$ cat src/rtl/vexec_pkg.sv
// Shared types and parameter defaults for the vector execution unit.
// Op/mode encodings match the in_op / in_mode port encodings bit for bit.
package vexec_pkg;

  localparam int XLEN_DEF  = 21;
  localparam int ELEN_DEF  = 24;
  localparam int LANES_DEF = 8;
  localparam int LPC_DEF   = 2;

  typedef enum logic [1:0] {
    MODE_S   = 2'b00,
    MODE_VS  = 2'b01,
    MODE_VV  = 2'b10,
    MODE_ILL = 2'b11
  } mode_e;

  typedef enum logic [2:0] {
    OP_ADD   = 3'b000,
    OP_SUB   = 3'b001,
    OP_AND   = 3'b010,
    OP_OR    = 3'b011,
    OP_XOR   = 3'b100,
    OP_MINU  = 3'b101,
    OP_MAXU  = 3'b110,
    OP_PASSB = 3'b111
  } op_e;

  typedef enum logic [1:0] {
    ST_IDLE = 2'b00,
    ST_BUSY = 2'b01,
    ST_DONE = 2'b10
  } state_e;

  function automatic logic is_vec(input mode_e m);
    return (m == MODE_VS) || (m == MODE_VV);
  endfunction

endpackage

$ cat src/rtl/vexec_lane.sv
// Width-parametrised single-element unsigned ALU, purely combinational.
// The extra carry/borrow bit drives the optional saturation of ADD/SUB.
module vexec_lane
  import vexec_pkg::*;
#(
  parameter int W = 24
) (
  input  op_e          op,
  input  logic         sat,
  input  logic [W-1:0] a,
  input  logic [W-1:0] b,
  output logic [W-1:0] res
);

  logic [W:0] sum;
  logic [W:0] diff;

  assign sum  = {1'b0, a} + {1'b0, b};
  assign diff = {1'b0, a} - {1'b0, b};

  always_comb begin
    res = '0;
    case (op)
      OP_ADD:   res = (sat && sum[W])  ? '1 : sum[W-1:0];
      OP_SUB:   res = (sat && diff[W]) ? '0 : diff[W-1:0];
      OP_AND:   res = a & b;
      OP_OR:    res = a | b;
      OP_XOR:   res = a ^ b;
      OP_MINU:  res = (a < b) ? a : b;
      OP_MAXU:  res = (a > b) ? a : b;
      OP_PASSB: res = b;
      default:  res = '0;
    endcase
  end

endmodule

$ cat src/rtl/vec_exec_unit.sv
// Scalar / vector execution unit: scalar ops finish in one cycle, vector ops
// sweep LPC lanes per beat over LANES/LPC beats, results held until out_ready.
module vec_exec_unit
  import vexec_pkg::*;
#(
  parameter int XLEN  = XLEN_DEF,
  parameter int ELEN  = ELEN_DEF,
  parameter int LANES = LANES_DEF,
  parameter int LPC   = LPC_DEF
) (
  input  logic                  clk,
  input  logic                  rst_n,
  input  logic                  in_valid,
  output logic                  in_ready,
  input  logic [1:0]            in_mode,
  input  logic [2:0]            in_op,
  input  logic                  in_sat,
  input  logic                  in_use_imm,
  input  logic [XLEN-1:0]       in_r1e,
  input  logic [XLEN-1:0]       in_r2e,
  input  logic [XLEN-1:0]       in_imm,
  input  logic [LANES*ELEN-1:0] in_r1v,
  input  logic [LANES*ELEN-1:0] in_r2v,
  output logic                  out_valid,
  input  logic                  out_ready,
  output logic [XLEN-1:0]       out_res_s,
  output logic [LANES*ELEN-1:0] out_res_v,
  output logic                  out_err
);

  localparam int BEATS = LANES / LPC;
  localparam int BW    = (BEATS > 1) ? $clog2(BEATS) : 1;
  localparam logic [BW-1:0] LAST_BEAT = BW'(BEATS - 1);

  if (LPC < 1 || (LANES % LPC) != 0) begin : g_lpc_check
    $error("vec_exec_unit: LANES must be a multiple of LPC");
  end
  if (ELEN < XLEN) begin : g_elen_check
    $error("vec_exec_unit: ELEN must be >= XLEN");
  end

  state_e                  state_reg, state_next;
  logic [BW-1:0]           beat_reg, beat_next;
  op_e                     op_reg;
  mode_e                   mode_reg;
  logic                    sat_reg;
  logic [XLEN-1:0]         b_reg;
  logic [LANES*ELEN-1:0]   r1v_reg, r2v_reg;
  logic [XLEN-1:0]         res_s_reg;
  logic                    err_reg;

  mode_e                   in_mode_e, cur_mode;
  op_e                     in_op_e, cur_op;
  logic                    idle, accept, proc_v, cur_sat;
  logic [XLEN-1:0]         in_b, cur_b, scalar_res;
  logic [ELEN-1:0]         cur_b_ext;
  logic [LANES*ELEN-1:0]   cur_r1v, cur_r2v;
  logic [ELEN-1:0]         lane_res [LPC];

  assign in_mode_e = mode_e'(in_mode);
  assign in_op_e   = op_e'(in_op);
  assign in_b      = in_use_imm ? in_imm : in_r2e;
  assign idle      = (state_reg == ST_IDLE);
  assign accept    = in_valid && idle;
  assign proc_v    = (accept && is_vec(in_mode_e)) || (state_reg == ST_BUSY);

  // Beat 0 is computed from the live inputs on the accepting edge; later
  // beats read the captured copies, so input changes after acceptance are inert.
  assign cur_op    = idle ? in_op_e   : op_reg;
  assign cur_mode  = idle ? in_mode_e : mode_reg;
  assign cur_sat   = idle ? in_sat    : sat_reg;
  assign cur_b     = idle ? in_b      : b_reg;
  assign cur_r1v   = idle ? in_r1v    : r1v_reg;
  assign cur_r2v   = idle ? in_r2v    : r2v_reg;
  assign cur_b_ext = ELEN'(cur_b);

  always_ff @(posedge clk or negedge rst_n) begin
    if (!rst_n) begin
      state_reg <= ST_IDLE;
      beat_reg  <= '0;
    end else begin
      state_reg <= state_next;
      beat_reg  <= beat_next;
    end
  end

  always_comb begin
    state_next = state_reg;
    beat_next  = beat_reg;
    case (state_reg)
      ST_IDLE: begin
        if (in_valid) begin
          if (is_vec(in_mode_e) && BEATS > 1) begin
            state_next = ST_BUSY;
            beat_next  = BW'(1);
          end else begin
            state_next = ST_DONE;
          end
        end
      end
      ST_BUSY: begin
        if (beat_reg == LAST_BEAT) begin
          state_next = ST_DONE;
          beat_next  = '0;
        end else begin
          beat_next = beat_reg + BW'(1);
        end
      end
      ST_DONE: if (out_ready) state_next = ST_IDLE;
      default: state_next = ST_IDLE;
    endcase
  end

  always_comb begin
    in_ready  = (state_reg == ST_IDLE);
    out_valid = (state_reg == ST_DONE);
  end

  always_ff @(posedge clk or negedge rst_n) begin
    if (!rst_n) begin
      op_reg    <= OP_ADD;
      mode_reg  <= MODE_S;
      sat_reg   <= 1'b0;
      b_reg     <= '0;
      r1v_reg   <= '0;
      r2v_reg   <= '0;
      res_s_reg <= '0;
      err_reg   <= 1'b0;
    end else if (accept) begin
      op_reg    <= in_op_e;
      mode_reg  <= in_mode_e;
      sat_reg   <= in_sat;
      b_reg     <= in_b;
      r1v_reg   <= in_r1v;
      r2v_reg   <= in_r2v;
      res_s_reg <= (in_mode_e == MODE_S) ? scalar_res : '0;
      err_reg   <= (in_mode_e == MODE_ILL);
    end
  end

  vexec_lane #(.W(XLEN)) u_scalar (
    .op  (in_op_e),
    .sat (in_sat),
    .a   (in_r1e),
    .b   (in_b),
    .res (scalar_res)
  );

  for (genvar gi = 0; gi < LPC; gi++) begin : g_lane
    logic [ELEN-1:0] a_l, b_l;
    assign a_l = cur_r1v[(int'(beat_reg) * LPC + gi) * ELEN +: ELEN];
    assign b_l = (cur_mode == MODE_VV) ? cur_r2v[(int'(beat_reg) * LPC + gi) * ELEN +: ELEN]
                                       : cur_b_ext;
    vexec_lane #(.W(ELEN)) u_lane (
      .op  (cur_op),
      .sat (cur_sat),
      .a   (a_l),
      .b   (b_l),
      .res (lane_res[gi])
    );
  end

  // Every result element clears on acceptance, then fills on its own beat.
  for (genvar gi = 0; gi < LANES; gi++) begin : g_res
    localparam logic [BW-1:0] MY_BEAT = BW'(gi / LPC);
    logic [ELEN-1:0] elem_reg;
    always_ff @(posedge clk or negedge rst_n) begin
      if (!rst_n)                             elem_reg <= '0;
      else if (proc_v && beat_reg == MY_BEAT) elem_reg <= lane_res[gi % LPC];
      else if (accept)                        elem_reg <= '0;
    end
    assign out_res_v[gi*ELEN +: ELEN] = elem_reg;
  end

  assign out_res_s = res_s_reg;
  assign out_err   = err_reg;

endmodule

$ cat config.mk
export PLATFORM = sky130hd
export DESIGN_NAME = vec_exec_unit
export DESIGN_NICKNAME = d
export VERILOG_FILES = /design/src/rtl/vexec_pkg.sv /design/src/rtl/vexec_lane.sv /design/src/rtl/vec_exec_unit.sv
export SDC_FILE = /design/constraint.sdc
export NUM_CORES = 2
export LEC_CHECK = 0
export CORE_MARGIN = 1.5
export CORE_UTILIZATION = 51
export DETAILED_ROUTE_END_ITERATION = 6
export PLACE_DENSITY = 0.8
export SLEW_MARGIN = 20
export SYNTH_ARGS = -nofsm -noshare
export SYNTH_HDL_FRONTEND = slang
export SYNTH_HIERARCHICAL = 1
export SYNTH_SLANG_ARGS = --single-unit
$ cat constraint.sdc
create_clock -name clk -period 4.8 [get_ports clk]
set_input_delay 0.72 -clock clk [delete_from_list [all_inputs] [get_ports clk]]
set_output_delay 0.72 -clock clk [all_outputs]
set_load 0.02 [all_outputs]
## Yosys cells after proc, flatten, opt, wreduce, memory -nomap -nowiden

Cells that the tools add are included.

- Register bits: 629
- Bits of input ports: 458
- Output and inout port bits: 216
- Word-level logic and storage cells: 143

- Add/sub/neg operators: 8
- $mul: 2
- Order comparisons: 6
- Equality and inequality tests: 27
- Shifts and indexed selects: 4
- Muxes and demuxes: 43
- Bitwise logic cells: 9
- Reductions and logical operators: 26

Operator list:

| operator | count |
|---|---|
| $mux 24 | 19 |
| $mux 192 | 2 |
| $pmux 24 s8 | 2 |
| $shiftx 192x32->24 | 2 |
| $shiftx 192x10->24 | 1 |
| $shiftx 192x9->24 | 1 |
| $pmux 21 s8 | 1 |
| $mux 21 | 7 |
| $add 24x24->25 | 2 |
| $sub 24x24->25 | 2 |
| $and 24x24->24 | 2 |
| $gt 24x24->1 | 2 |
| $lt 24x24->1 | 2 |
| $or 24x24->24 | 2 |
| $xor 24x24->24 | 2 |
| $eq 3x3->1 const B | 8 |
| $add 21x21->22 | 1 |
| $sub 21x21->22 | 1 |
| $and 21x21->21 | 1 |
| $gt 21x21->1 | 1 |
| $lt 21x21->1 | 1 |
| $or 21x21->21 | 1 |
| $xor 21x21->21 | 1 |
| $mux 2 | 8 |
| 20 further kinds | 53 |

## Logic depth before layout (Yosys ltp)

- Word-level depth: 9
- Gate-level depth with buffers: 26
- Mapped depth without buffers: 20

## By module

The synthesis kept the hierarchy.

Modules (own cells, without submodules):

| module | instances | cells each | area an instance (um2) | sequential area each (um2) |
|---|---|---|---|---|
| vec_exec_unit | 1 | 2,575 | 30,869.6 | 15,740.1 |
| vexec_lane (g_lane[0].u_lane ...) | 2 | 813 | 5,188.7 | 0.0 |
| vexec_lane (u_scalar) | 1 | 678 | 4,371.7 | 0.0 |

## Worst setup path before layout

No wires, ideal clock.

- Kind: input to register
- From: in in_mode[0]
- To: reg g_res[1].elem_reg[14]
- Library setup time: 83 ps
- Data arrival time: 4,632 ps
- Data required time: 4,717 ps
- Setup slack: 86 ps
- Stages: 19
- Path buffers: 3
- Cell sequence: nor4b_1 a31oi_2 clkbuf_1 o31ai_1 ha_1 inv_1 fa_1 nand2b_1 a21oi_1 o41a_1 a41o_1 a21boi_2 o31ai_1 buf_2 buf_2 nor3_1 nor4_1 nand2_1 o21ai_0

RTL lines:

| what | RTL line | RTL |
|---|---|---|
| start: declaration | vec_exec_unit.sv:15 | `input logic [1:0] in_mode,` |
| end signal: assignment | vec_exec_unit.sv:169 | `else if (proc_v && beat_reg == MY_BEAT) elem_reg <= lane_res[gi % LPC];` |
| end: declaration | vec_exec_unit.sv:166 | `logic [ELEN-1:0] elem_reg;` |

==> summary.md <==
| Metric | Value |
|---|---|
| Status | finished, violations left |
| Failing checks | DRC, setup timing |
| WL/cell | around 34 µm |
| Die area | just over 90000 µm² |
| Layout Skew | between 50 and 60 ps |
| Critical-path maximum fanout | 8 |
| Worst path arrival time | roughly 6000 ps |
| EDFF count, synth | 0 |
| R2R cell count | 25 |
| Die Span X | 302.1 µm |
| GRT Overall Usage | 0.4895 |
| Vias in the first global route | between 40k and 50k |
| I/O Pins | 674 |
| Final global-route overflow total | 0 |
| Multi-input gate area | 29940 µm² |
| Most common cell after layout, fill and taps aside | buf_4 |
| Critical path origin | state_reg[0]$_DFFE_PN0P_ |
| Final hold violations | 0 |
| RSZ-0062 raised after global routing | true |
| Highest Clock Rate | approximately 180 MHz |
| Mean Syn Cell Area | 9.350 µm² |
| Hold WC Path Type | input port to async pin |
| Clock latency on the worst-skew pair | around 700 ps |
| Clk buf depth | 3 |
| Core Rows | 109 |
| Reg2reg start | state_reg[0]$_DFFE_PN0P_ |
| Reg area | between 15000 and 20000 µm² |
| Crit Path Class | register to register |
| Reg2Reg Setup Slack | -780 ps |
| Startpoint Class | register |
| Synth warn | 6 |
| 1st-pass router iterations | 7 |
| Post-Syn Area | approximately 46000 µm² |
| DR vias | roughly 53k |
| Detailed-route DRC error count | around 160 |
| TNS Setup | -106300 ps |
| Post-synthesis simple-gate area fraction | 0.1341 |
| HPWL after DPL | approximately 170000 µm |
| Setup WS post-layout | -776.7 ps |
| Leading cell types in the layout, fill and taps excluded | 1057 x buf_4, 723 x nand2_1, 672 x clkdlybuf4s50_1 |
| Worst slew margin | 0.2070 |
| Final period utilization | 1.162 |
| Worst-margin pin slew | ~1200 ps |
| Vias/cell | a little under 7 |
| Initial Utilization | 0.5154 |
| Port Buffer Count | approximately 670 |
| Area growth from synthesis to final layout | 48.29% |
| CTS tree | done |
| #FFs+latches synth | ~630 |
| Max-slew violations | 0 |
| Final instance area | ~68000 µm² |
| Main synth FF type | dfrtp_1 |
| Largest family of logic cells by synthesized area | multiplexers |
| Final WL | approximately 260000 µm |
| Largest net degree at the start of global routing | ~130 |
| Req. time, crit path | ~5300 ps |
| Layout cells sized above 1 | 0.3816 |
| CORE AREA | 88510 µm² |
| Max cap viols | 0 |
| Synth Area in Adders | 0.06105 |
| Yosys cell types | roughly 100 |
| Clk sink count | between 600 and 700 |
| Ys async rst share | 1.000 |
| Multiplexer area fraction after synthesis | 0.2003 |
| Num CTS Buffers | 70 |
| Layout Nets | a little over 7k |
| Compound-gate portion of the synthesized area | 0.1900 |
| Net count after synthesis | about 5.6k |
| Final ANT Viol Nets | 0 |
| Tmin final | 5577 ps |
| Routability cong. | about 1.1 |
| Synth Instances | 4879 |
| Fillers | 5727 |
| Placement Cell Area | 60520 µm² |
| CTS clock-pin slew for the worst setup and hold paths | 60 ps |
| Seq/Total Area, Yosys | 0.3450 |
| Final Core Density | 0.7643 |
| H-Tree Depth | 3 |
| Critical Path Sink Type | register |
| XOR/XNOR Fraction of Synth Area | 0.002112 |
| First-pass GRT wire length | between 300000 and 400000 µm |
| Die Ht | 302.1 µm |
| DR iter-0 viols | 8682 |
| Initial antenna violation count | 47 |
| Clock root cell | clkbuf_16 |
| Final setup fails | 204 |
==> cells in the mapped netlist (all sizes together) (26+ instances only) <==
cell     count  area (µm²)
nand2      788        2958
dfrtp      629       15740
mux2       509        5732
o21ai      398        1999
a21oi      306        1565
nor2       274        1038
inv        239       902.1
buf        213        1529
ha         213        2665
clkbuf     168       631.9
mux4       137        3085
o22ai       84       525.5
o31ai       73       613.1
o211ai      63       498.0
nor3        57       327.8
nand3       55       275.3
nand4       50       312.8
a2111oi     37       349.1
o311ai      37       361.6
a221oi      36       327.8
a22oi       36       270.3
a311oi      35       306.5
a211oi      33       287.8
a31oi       33       227.7
mux2i       32       320.3
a21o        26       195.2
==> worst max-delay path, cell delays in order (launching register included) <==
cell	delay (ps)
dfrtp_1	390
or2_4	270
buf_12	160
clkinv_8	120
buf_12	160
mux4_2	750
nand2_1	310
nand2_2	210
inv_1	110
ha_2	320
nor2_4	150
o31ai_2	90
a211oi_2	210
nor3_2	80
buf_4	160
a21oi_4	170
buf_12	160
buf_6	140
buf_4	130
nor2_1	30
a21oi_1	170
o221ai_2	220
o32a_1	480
buf_12	170
nand2_1	50
o21ai_0	110
==> through the flow <==
step	worst slack [ps]	instances	hold WS, ps
final	-776.7	7710	67.04
after global routing	-804.0	7689	157.5
after CTS	-338.9	7565	145.6
after detailed placement	-1697	7410	472.3
after global placement	-1773	7410	464.5
after floorplan	85.75	4879	424.4
==> metal layers <==
layer	global-route usage	wire, µm	vias to the layer above
met2	0.6751	99540	5270
met3	0.1933	44580	1837
met5	0.001553	816	-
li1	-	-	20910
met4	0.3013	25500	34
met1	0.6408	91000	25350
==> logic make-up after synthesis <==
family / Yosys count
simple gates: 1398
compound gates: 1321
mux: 678
flops: 629
buf+inv: 623
fa+ha+maj: 219
xor+xnor: 11
==> what timing repair did <==
item / CTS / global route
gates resized for setup: 266 / 490
hold buffers: 0 / 0
gates cloned: 3 / 11
endpoints found under the setup margin: 192 / 212
pin swaps: 41 / 77
buffers inserted: 27 / 77
==> layout make-up <==
class / instances / area share
inverters: 242 / 0.01393
flip-flops and latches: 629 / 0.2327
diodes: 60 / 0.002219
well taps: 1165 / 0.02155
multi-input cells: 3627 / 0.4425
repair inverters: 3 / 0.0009248
clock inverters: 24 / 0.005105
clock buffers: 101 / 0.03137
repair buffers: 1859 / 0.2496
==> path summary, 6_finish.rpt <==
path                                                     end
max                        g_res[5].elem_reg[21]$_DFFE_PN0P_
min                                  r1v_reg[86]$_DFFE_PN0P_
max reg2reg                g_res[5].elem_reg[21]$_DFFE_PN0P_
min reg2reg                         out_res_s[3]$_DFFE_PN0P_
max in group asynchronous  g_res[2].elem_reg[13]$_DFFE_PN0P_
min in group clk                    out_res_s[3]$_DFFE_PN0P_
Power is not shown: default switching activity piles up to over one toggle a cycle in this logic, so the estimate is an artifact.
